`config.mk`:
```
export PLATFORM = sky130hd
export DESIGN_NAME = mem_access_unit
export DESIGN_NICKNAME = d
export VERILOG_FILES = /design/src/rtl/mem_access_unit.sv
export SDC_FILE = /design/constraint.sdc
export NUM_CORES = 1
export LEC_CHECK = 0
export CELL_PAD_IN_SITES_DETAIL_PLACEMENT = 1
export CELL_PAD_IN_SITES_GLOBAL_PLACEMENT = 2
export CORE_ASPECT_RATIO = 0.9
export CORE_UTILIZATION = 28
export DETAILED_ROUTE_END_ITERATION = 12
export PLACE_DENSITY_LB_ADDON = 0.08
export SYNTH_ARGS = -nofsm -noshare
export SYNTH_HDL_FRONTEND = slang
export SYNTH_SLANG_ARGS = --single-unit
```
`constraint.sdc`:
```
create_clock -name clk -period 3.8 [get_ports clk]
set_clock_uncertainty 0.15 [all_clocks]
set_input_delay 0.95 -clock clk [delete_from_list [all_inputs] [get_ports clk]]
set_output_delay 0.95 -clock clk [all_outputs]
set_load 0.05 [all_outputs]
```
`src/rtl/mem_access_unit.sv`:
```
// mem_access_unit: multi-cycle MIPS load/store engine between the MEM stage and a wait-stated data memory.
// Latency: resp_valid two cycles after accept with an immediate ack; illegal/trapped requests respond the cycle after accept.
// Backpressure: req_ready only while idle; memory stalls via mem_ack, bounded by TIMEOUT; responses cannot be stalled.
// Build option: define MEM_ALIGN_TRAP_EN to fault misaligned accesses instead of force-aligning them.

`ifndef MEM_BYTE
`define MEM_BYTE 2'b00
`endif
`ifndef MEM_HALF
`define MEM_HALF 2'b01
`endif
`ifndef MEM_WORD
`define MEM_WORD 2'b10
`endif

module mem_access_unit #(
  parameter int ADDR_W     = 32,
  parameter int TIMEOUT    = 16,
  parameter bit BIG_ENDIAN = 1'b0
) (
  input  logic              clk,
  input  logic              rst_n,
  input  logic              req_valid,
  output logic              req_ready,
  input  logic              req_read,
  input  logic              req_write,
  input  logic [1:0]        req_mode,
  input  logic              req_signed,
  input  logic [ADDR_W-1:0] req_addr,
  input  logic [31:0]       req_wdata,
  output logic              resp_valid,
  output logic [31:0]       resp_rdata,
  output logic              resp_fault,
  output logic [1:0]        resp_cause,
  output logic              mem_req,
  output logic              mem_we,
  output logic [ADDR_W-1:0] mem_addr,
  output logic [3:0]        mem_be,
  output logic [31:0]       mem_wdata,
  input  logic [31:0]       mem_rdata,
  input  logic              mem_ack
);

`ifdef MEM_ALIGN_TRAP_EN
  localparam bit ALIGN_TRAP = 1'b1;
`else
  localparam bit ALIGN_TRAP = 1'b0;
`endif

  localparam int CNT_W = $clog2(TIMEOUT + 1);

  localparam logic [1:0] CAUSE_MISALIGN = 2'b01;
  localparam logic [1:0] CAUSE_TIMEOUT  = 2'b10;
  localparam logic [1:0] CAUSE_ILLEGAL  = 2'b11;

  typedef enum logic [1:0] {IDLE, REQ, RESP, FAULT} state_t;

  state_t           state;
  logic [CNT_W-1:0] wait_cnt;
  logic [1:0]       lat_mode;
  logic             lat_signed;
  logic             lat_read;
  logic [1:0]       lat_lane;

  logic              accept;
  logic              is_byte;
  logic              is_half;
  logic              misaligned;
  logic              illegal;
  logic [1:0]        off;
  logic [1:0]        lane;
  logic [3:0]        be_n;
  logic [31:0]       wdata_n;
  logic [ADDR_W-1:0] addr_n;
  logic [31:0]       shifted;
  logic [31:0]       load_ext;

  // Decode the incoming request: alignment, lowest byte lane, enables and replicated store data.
  always_comb begin
    is_byte    = (req_mode == `MEM_BYTE);
    is_half    = (req_mode == `MEM_HALF);
    accept     = req_valid & req_ready & (req_read | req_write);
    illegal    = req_read & req_write;
    misaligned = 1'b0;
    off        = req_addr[1:0];
    lane       = 2'd0;
    be_n       = 4'b1111;
    wdata_n    = req_wdata;
    addr_n     = {req_addr[ADDR_W-1:2], 2'b00};
    if (is_byte) begin
      lane    = BIG_ENDIAN ? (2'd3 - off) : off;
      be_n    = 4'b0001 << lane;
      wdata_n = {4{req_wdata[7:0]}};
    end else if (is_half) begin
      misaligned = req_addr[0];
      off[0]     = 1'b0;
      lane       = BIG_ENDIAN ? (2'd2 - off) : off;
      be_n       = 4'b0011 << lane;
      wdata_n    = {2{req_wdata[15:0]}};
    end else begin
      misaligned = |req_addr[1:0];
      off        = 2'd0;
    end
  end

  // Pull the addressed lane out of the returned word and extend it to 32 bits.
  always_comb begin
    shifted  = mem_rdata >> {lat_lane, 3'b000};
    load_ext = mem_rdata;
    if (lat_mode == `MEM_BYTE) begin
      load_ext = lat_signed ? {{24{shifted[7]}}, shifted[7:0]} : {24'd0, shifted[7:0]};
    end else if (lat_mode == `MEM_HALF) begin
      load_ext = lat_signed ? {{16{shifted[15]}}, shifted[15:0]} : {16'd0, shifted[15:0]};
    end
  end

  // Access FSM with all handshake, memory-port and response outputs registered.
  always_ff @(posedge clk or negedge rst_n) begin
    if (!rst_n) begin
      state      <= IDLE;
      wait_cnt   <= '0;
      lat_mode   <= 2'b00;
      lat_signed <= 1'b0;
      lat_read   <= 1'b0;
      lat_lane   <= 2'd0;
      req_ready  <= 1'b1;
      resp_valid <= 1'b0;
      resp_rdata <= 32'd0;
      resp_fault <= 1'b0;
      resp_cause <= 2'b00;
      mem_req    <= 1'b0;
      mem_we     <= 1'b0;
      mem_addr   <= '0;
      mem_be     <= 4'd0;
      mem_wdata  <= 32'd0;
    end else begin
      resp_valid <= 1'b0;
      resp_rdata <= 32'd0;
      resp_fault <= 1'b0;
      resp_cause <= 2'b00;
      case (state)
        IDLE: begin
          if (accept) begin
            lat_mode   <= req_mode;
            lat_signed <= req_signed;
            lat_read   <= req_read;
            lat_lane   <= lane;
            wait_cnt   <= '0;
            req_ready  <= 1'b0;
            if (illegal || (ALIGN_TRAP && misaligned)) begin
              // Rejected requests never touch the memory port.
              state      <= FAULT;
              resp_valid <= 1'b1;
              resp_fault <= 1'b1;
              resp_cause <= illegal ? CAUSE_ILLEGAL : CAUSE_MISALIGN;
            end else begin
              state     <= REQ;
              mem_req   <= 1'b1;
              mem_we    <= req_write;
              mem_addr  <= addr_n;
              mem_be    <= be_n;
              mem_wdata <= req_write ? wdata_n : 32'd0;
            end
          end
        end
        REQ: begin
          // An ack in the last allowed cycle still completes normally.
          if (mem_ack) begin
            state      <= RESP;
            mem_req    <= 1'b0;
            mem_we     <= 1'b0;
            mem_addr   <= '0;
            mem_be     <= 4'd0;
            mem_wdata  <= 32'd0;
            resp_valid <= 1'b1;
            resp_rdata <= lat_read ? load_ext : 32'd0;
          end else if (wait_cnt == CNT_W'(TIMEOUT - 1)) begin
            state      <= FAULT;
            mem_req    <= 1'b0;
            mem_we     <= 1'b0;
            mem_addr   <= '0;
            mem_be     <= 4'd0;
            mem_wdata  <= 32'd0;
            resp_valid <= 1'b1;
            resp_fault <= 1'b1;
            resp_cause <= CAUSE_TIMEOUT;
          end else begin
            wait_cnt <= wait_cnt + 1'b1;
          end
        end
        RESP, FAULT: begin
          state     <= IDLE;
          req_ready <= 1'b1;
        end
        default: begin
          state     <= IDLE;
          req_ready <= 1'b1;
        end
      endcase
    end
  end

endmodule

```
Yosys cells after proc, flatten, opt, wreduce, memory -nomap -nowiden
Index checks and enable logic that the tools add are counted.
{ "op_classes": {"shift": 3, "addsub": 1, "n_mux": 58, "eq_ne": 11, "reduce_logical": 11, "bitwise_logic": 4} }
{ "ops": {"columns": ["operator", "count"], "rows": [
  ["$mux 32", 16],
  ["$pmux 32 s2", 2],
  ["$shr 32x5->16", 1],
  ["$mux 4", 6],
  ["$mux 2", 10],
  ["$mux 5", 3],
  ["$mux 1", 12],
  ["$pmux 1 s2", 5],
  ["$pmux 5 s2", 1],
  ["$ne 2x2->1 const B", 4],
  ["$pmux 4 s2", 1],
  ["$reduce_and 4->1", 2],
  ["$eq 2x1->1 const B", 3],
  ["$logic_not 2->1", 3],
  ["$pmux 2 s3", 1],
  ["$reduce_and 2->1", 3],
  ["$add 5x1->5 const B", 1],
  ["$eq 5x4->1 const B", 1],
  ["$eq 2x2->1 const B", 2],
  ["$pmux 2 s2", 1],
  ["$reduce_bool 2->1", 2],
  ["$shl 1x2->4 const A", 1],
  ["$shl 2x2->4 const A", 1],
  ["$and 1x1->1", 3],
  ["other kinds (3)", 3]
]} }
{ "word_totals": {"elab_cells": 104, "register_bits": 120, "output_inout_bits": 107, "inputBits": 105} }

Longest topological paths before layout
Gate-level depths: netlist of run 1.
{ "logic_depth": {"ltp_word": 7, "depth_mapped": 10, "mapped_depth_nobuf": 7} }

Least setup slack after synthesis of run 1
OpenSTA, ideal clock, no wires.
{ "synth_timing": {"kind": "input to register", "start": "input req_read", "end": "register mem_be[0]", "required_ps": 3528, "arrival_time_ps": 2038, "setup_slack_ps": 1491, "n_path_buf": 4, "path_stages": 8, "setup_time_ps": 122, "path_cell_list": "buf_4 xnor2_1 o31ai_1 nand2b_1 buf_2 buf_6 buf_6 a32o_1"} }
{ "synth_via": {"elab_chain_len": 4, "elab_cells_between_ends": 6, "cone_classes": "eq/ne (2); bitwise (3); reduce/logical (1)"} }
{ "synth_rtl": {"columns": ["item", "line", "source"], "rows": [
  ["start: declaration", "25", "input logic req_read,"],
  ["$or 1x1->1", "82", "accept = req_valid & req_ready & (req_read | req_write);"],
  ["$and 1x1->1", "82", null],
  ["$ne 2x2->1 (no source line)", null, null],
  ["$reduce_and 4->1 (no source line) *", null, null],
  ["end signal: assignment", "161", "mem_be <= be_n;"],
  ["end: declaration", "38", "output logic [3:0] mem_be,"]
]} }
Every way passes the cells marked *; elsewhere a longest branch is shown, timed or not.
A chain may end at the register's enable or synchronous reset.

Worst setup path in the final report of run 1
{ "layout_timing": {"start": "register req_ready", "end": "output req_ready"} }
{ "layout_lines": {"columns": ["item", "line", "source"], "rows": [
  ["start: declaration", "24", "output logic req_ready,"],
  ["start signal: assignment", "126", "req_ready <= 1'b1;"],
  ["start signal: assignment", "149", "req_ready <= 1'b0;"],
  ["start signal: assignment", "193", "req_ready <= 1'b1;"]
]} }
No word-level cell between the ends.

==> impl_results.md, run 1 <==
* CTS tree: yes
* Routability cong. at 0.7388
* Top Family by Delay on Critical Path: buffers and inverters
* Worst path max stage delay at 0.81 ns
* Non-Filler Instances at 882
* RSZ-0062 raised after global routing: no
* Via density at 4.866
* Clock-pin slew on the worst setup and hold paths at 0.06 ns
* CP cell instances: clkdlybuf4s50_1
* Die W at 144.5 microns
* Final #Nets at 736
* Num CTS Buffers at 17
* Routed length per instance at 18.81 microns
* Post_cts resized at 0
* Final Util at 45.12%
* Pint at 3.909 mW
* Synth async-reset ratio at 100.0%
* Starting Density at 28.85%
* Leak at 3.613 nW
* Fillers at 1,927
* Slew Limit Fails at 0
* I/O pin cnt at 212
* Die H at 130.2 microns
* Port Buffer Count at 209
* First-pass GRT wire length at 25.53 mm
* Worst Path Arrival at 1.77 ns
* Core Footprint at 17,730 sq um
* CP Max Fanout at 4
* Minimum clock period at 2.870 ns
* Placed cells at 850
* Clk root buf: clkbuf_16
* Post CTS Setup Buffer Count at 0
* Ratio of cells with drive above 1 in the final layout at 9.190%
* H-Tree Level Count at 4
* Count of different cell masters after synthesis at 49
* Mapped Area at 5115 sq um
* HPWL Detailed at 11.94 mm
* FF-to-FF End: mem_addr[19]$_DFFE_PN0P_
* R2R cell count at 8
* #FFs+latches synth at 117
* Power Dens Cells at 859.1 nW/um^2
* Final setup violation count at 0
* Initial antenna violation count at 0
* Worst Setup SP: req_ready$_DFFE_PN1P_
* Most frequent cells in the layout: 208 x clkdlybuf4s50_1, 116 x dfrtp_1, 48 x a22o_1, 34 x nand2_1, 27 x mux2i_1
* Worst-Skew Late Latency at 0.41 ns
* CTS sink cnt at 117
* Area growth from synthesis to layout at 56.38%
* Sw Pwr at 2.963 mW
* Worst path bufs/invs at 1
* Max-slew headroom at 21.86%
* Grt total ovfl at 0
* Worst R2R Start: wait_cnt[0]$_DFFE_PN0P_
* Die Area at 18,810 sq um
* First-pass detailed-route iteration total at 7
* Clk pwr share at 24.9%
* Worst EP required at 2.70 ns
* Max-Cap Viols at 0
* Largest net degree at the start of global routing at 69
* Combinational Power Share at 45.8%
* Sequential-to-total area share from yosys stat at 57.27%
* Worst Slack Setup Final at 0.9295 ns
* Setup TNS at 0 ns
* Count of flip-flops with a built-in enable after synthesis at 0
* Synth warn at 0
* Antenna Nets Post-Route at 0
* # diodes at 0
* Final WL at 16.59 mm
* Pwr Total at 6.872 mW
* Status: finished, final reports clean
* Power share of the sequential group at 29.2%
* GRT Total Usage at 18.25%
* Max Clk Rate at 348.4 MHz
* Hold Crit Class: in2async
* Pre-CTS WS at 0.6746 ns
* Least-Margin Pin Slew at 1.160 ns
* Most used DFF post-synth: dfrtp_1
* Startpoint Class: register
* # hold bufs at CTS at 0
* Worst setup path category: reg2out
* Tcrit/Tclk final at 75.54%
* Switching Fraction at 43.11%
* Flop2flop setup slack at 1.27 ns
* Crit. End Element: output port
* Vias in the first global route at 4,506
* Synthesized area per cell at 11.90 sq um
* FP Rows at 46
* Maximum vdd drop at 0.4739 mV
* Number of remaining DRC errors at 0
* Most common cell after layout, fill and taps aside: clkdlybuf4s50_1
* Syn Inst Count at 430
* Iter 0 DRT Violations at 171
* CP max stage cell: clkdlybuf4s50_1
* Hold Violations, Final at 0
* Clock buffer depth at 2
* Detailed-route via count at 4,292
-- power by group through the flow --
| stage | registers (mW) | logic (mW) | clock network (mW) |
|---|---|---|---|
| after CTS | 2.01 | 3.18 | 1.76 |
| after global routing | 2.08 | 3.33 | 1.82 |
| after global placement | 2.01 | 3.14 | 0 |
| after detailed placement | 2.02 | 3.17 | 0 |
| after floorplan | 3.14 | 0.922 | 0 |
| final | 2.01 | 3.15 | 1.71 |
-- registers in the layout (all words and copies together) (netlist names) --
name and flops:
mem_wdata 32, resp_rdata 32, mem_addr 30, wait_cnt 5, mem_be 4, lat_lane 2, lat_mode 2, resp_cause 2
state 2, lat_read 1, lat_signed 1, mem_req 1, mem_we 1, req_ready 1, resp_valid 1
-- synthesized netlist by cell type, drive strengths merged, types with 2 or more instances --
cell     instances  area share (%)
o21ai           20             2.0
nor3b            2            0.29
nor2b           10             1.2
a22o            48             8.2
mux2i           28             5.6
a32o             2            0.39
ha               2            0.49
a21o            25             3.7
a222oi           6             1.2
inv              3            0.22
a21oi           19             1.9
nand3            3            0.29
clkbuf           9            0.71
and4bb           2            0.49
xor2             2            0.34
nand2b           7            0.86
or3              2            0.24
buf             28             3.4
dfrtp          116              57
o2bb2ai         16             2.7
nand2           34             2.5
nor2            19             1.5
o221a            8             1.8
-- how the worst max path moves through the flow --
stage | end | cells past startpoint
floorplan | mem_be[0]$_DFFE_PN0P_ | 8
global placement | mem_addr[12]$_DFFE_PN0P_ | 6
detailed placement | mem_addr[3]$_DFFE_PN0P_ | 6
CTS | req_ready | 1
global route | req_ready | 1
finish | req_ready | 1
-- layer usage --
metal  part of all wire (%)  wire [microns]  global-route usage, %
met2                     45            7514                  27.55
met1                     46            7668                  24.70
met4                    1.1             178                  5.697
met3                    7.4            1229                  5.982
met5                      0               0                      0
-- final cells by class --
class                           instances  area (sq um)  share of cell area (%)
Sequential cell                       117          2929                   36.62
Tap cell                              240         300.3                   3.754
Timing Repair Buffer                  216          2155                   26.94
Inverter                                3         11.26                  0.1408
Multi-Input combinational cell        274          1973                   24.67
Clock buffer                           17         425.4                   5.318
Clock inverter                         15         205.2                   2.565
-- metrics by stage --
step	hold slack, ns	area [sq um]
3_3_place_gp	0.3133	7368
3_5_place_dp	0.3150	7368
5_1_grt	0.3206	7999
2_1_floorplan	0.3188	5119
6_report	0.3029	7999
4_1_cts	0.3059	7999
-- logic make-up after synthesis --
logic type | synth area share (%)
AO/OA/AOI/OAI | 23.02
XOR/XNOR | 0.5138
adder cells (fa/ha/maj) | 0.4892
buffers and inverters | 4.330
flip-flops | 57.27
multiplexers | 5.773
other | 0.07332
AND/OR/NAND/NOR | 8.537
(Power assumes the default switching activity.)
==> inputs of run 2 (changes only) <==
--- a/config.mk
+++ b/config.mk
@@ -8,7 +8,7 @@
 export CELL_PAD_IN_SITES_DETAIL_PLACEMENT = 1
 export CELL_PAD_IN_SITES_GLOBAL_PLACEMENT = 2
 export CORE_ASPECT_RATIO = 0.9
-export CORE_UTILIZATION = 28
+export CORE_UTILIZATION = 24
 export DETAILED_ROUTE_END_ITERATION = 12
 export PLACE_DENSITY_LB_ADDON = 0.08
 export SYNTH_ARGS = -nofsm -noshare
==> constraint.sdc (replaced) <==
create_clock -name clk -period 2.55 [get_ports clk]
set_clock_uncertainty 0.15 [all_clocks]
set_input_delay 0.6375 -clock clk [delete_from_list [all_inputs] [get_ports clk]]
set_output_delay 0.6375 -clock clk [all_outputs]
set_load 0.05 [all_outputs]
==> run 2 against run 1 <==
- clock power up 64%
- final cell count up 7.3%
- non-clock buffer count is 17 higher
- sequential power up 45%
- sequential share of layout area fell by 1.5 points
- power rose by 55%
- worst hold slack got worse by 0.23 ns
- die area up 16%
- cell area grew 4.3%
- via count up 1.3%
- routed wire length rose by 3.4%
==> impl_results.md, run 2 (synthesis results as in run 1) <==
* Final #Nets at 753
* CTS tree: yes
* Final WL at 17.15 mm
* Detailed-route via count at 4,346
* Die Area at 21,900 sq um
* Num CTS Buffers at 17
* Tcrit/Tclk final at 94.31%
* CTS sink cnt at 117
* Port Buffer Count at 209
* Final setup violation count at 0
* Antenna Nets Post-Route at 0
* Fillers at 2,204
* First-pass GRT wire length at 27.23 mm
* Via density at 4.594
* Worst path max stage delay at 0.83 ns
* I/O pin cnt at 212
* Number of remaining DRC errors at 0
* HPWL Detailed at 12.44 mm
* Die W at 155.9 microns
* Hold Violations, Final at 0
* Worst Hold Margin at 0.07138 ns
* # hold bufs at CTS at 0
* Clk root buf: clkbuf_16
* Grt total ovfl at 0
* Most common cell after layout, fill and taps aside: clkdlybuf4s50_1
* CP max stage cell: clkdlybuf4s50_1
* Top Family by Delay on Critical Path: buffers and inverters
* Vias in the first global route at 4,687
* Largest registers: mem_wdata x32, resp_rdata x32, mem_addr x30
* CP Max Fanout at 2
* Die H at 140.5 microns
* Ratio of cells with drive above 1 in the final layout at 11.68%
* Maximum vdd drop at 0.5855 mV
* Slew Limit Fails at 0
* Reg area at 2929 sq um
* Post_cts resized at 0
* Worst path bufs/invs at 1
* Worst EP required at 1.76 ns
* Startpoint Class: register
* Setup TNS at 0 ns
* Worst setup path category: reg2out
* Clock buffer depth at 2
* Hold Crit Class: in2async
* Pwr Total at 10.64 mW
* Status: finished, final reports clean
* Largest net degree at the start of global routing at 42
* Area growth from synthesis to layout at 63.06%
* GRT Total Usage at 16.31%
* Power Dens Cells at 1275 nW/um^2
* Max-Cap Viols at 0
* Footprint of the multi-input gates at 1973 sq um
* Initial antenna violation count at 1
* Worst-Skew Late Latency at 0.41 ns
* Max-slew headroom at 60.71%
* Least-Margin Pin Slew at 0.5894 ns
* Routability cong. at 0.7551
* Most frequent cells in the layout: 207 x clkdlybuf4s50_1, 116 x dfrtp_1, 48 x a22o_1, 34 x nand2_1, 27 x mux2i_1
* FP Rows at 50
* Iter 0 DRT Violations at 243
* Post CTS Setup Buffer Count at 0
* Worst Path Arrival at 1.62 ns
* Leak at 3.759 nW
* Clock-pin slew on the worst setup and hold paths at 0.06 ns
* H-Tree Level Count at 4
* Starting Density at 24.55%
* RSZ-0062 raised after global routing: no
* Max Clk Rate at 415.8 MHz
* Core Footprint at 20,830 sq um
* Minimum clock period at 2.405 ns
* CP cell instances: clkdlybuf4s50_1
* First-pass detailed-route iteration total at 5
* Routed length per instance at 18.13 microns
* Crit. End Element: output port
run 2: cell count changes in the layout (fill, tap and decap cells not counted):
cell,delta
bufinv_16,+2
clkbuf_8,+1
buf_4,+10
buf_12,+8
clkinvlp_4,-1
clkinv_4,-1
clkinv_2,-2
clkdlybuf4s50_1,-1
diode_2,+1
inv_6,+1
run 2: where the power goes:
group          internal [mW]  leakage [nW]  total, mW  switching, mW
combinational           1.83          1.86       4.92           3.10
clock                   1.87         0.328       2.80          0.923
sequential              2.47          1.57       2.92          0.443
run 2: routing by layer:
layer / wire (microns) / share of wire [%] / up-vias / GRT usage, %
met5: 0 / 0 / - / 0
met4: 169 / 0.99 / 0 / 5.263
met3: 1176 / 6.9 / 12 / 4.703
met2: 7939 / 46 / 146 / 25.45
met1: 7865 / 46 / 2171 / 21.63
li1: - / - / 2017 / -
run 2: stage by stage:
| step | area (sq um) | utilization (%) | cells | setup slack, ns |
|---|---|---|---|---|
| 3_3_place_gp | 7651 | 36.73 | 913 | 0.08841 |
| 2_1_floorplan | 5119 | - | 431 | 0.5531 |
| 3_5_place_dp | 7651 | 36.73 | 913 | 0.07035 |
| 5_1_grt | 8338 | 40.02 | 945 | 0.08148 |
| 4_1_cts | 8338 | 40.02 | 945 | 0.1024 |
| 6_report | 8341 | 40.04 | 946 | 0.1451 |
run 2: area by class of cell:
class	instances	share of cell area, %
sequential	117	35.12
timing repair buffer	233	28.53
multi-input combinational	274	23.66
clock buffer	18	5.266
tap	286	4.290
clock inverter	14	2.970
inverter	3	0.1350
antenna	1	0.03000
run 2: worst register-to-register path, delay by kind of cell, from the launching register on:
kind	cells	cell delay, ns
and+or+nand+nor	2	0.35
adders and majority gates	2	0.46
DFF	1	0.40
AOI/OAI and AO/OA	3	0.53
buffers and inverters	1	0.23
run 2: path summary, 6_finish.rpt:
kind,from,endpoint,slack (ns),depth (start not counted)
setup reg to reg,wait_cnt[0]$_DFFE_PN0P_,mem_addr[20]$_DFFE_PN0P_,0.37,8
hold / removal,rst_n,resp_rdata[30]$_DFF_PN0_,0.07,1
setup / recovery,mem_wdata[1]$_DFFE_PN0P_,mem_wdata[1],0.15,1
min in group clk,mem_req$_DFFE_PN0P_,mem_req$_DFFE_PN0P_,0.33,1
hold reg to reg,mem_req$_DFFE_PN0P_,mem_req$_DFFE_PN0P_,0.33,1
max in group asynchronous,rst_n,mem_wdata[15]$_DFFE_PN0P_,1.49,2
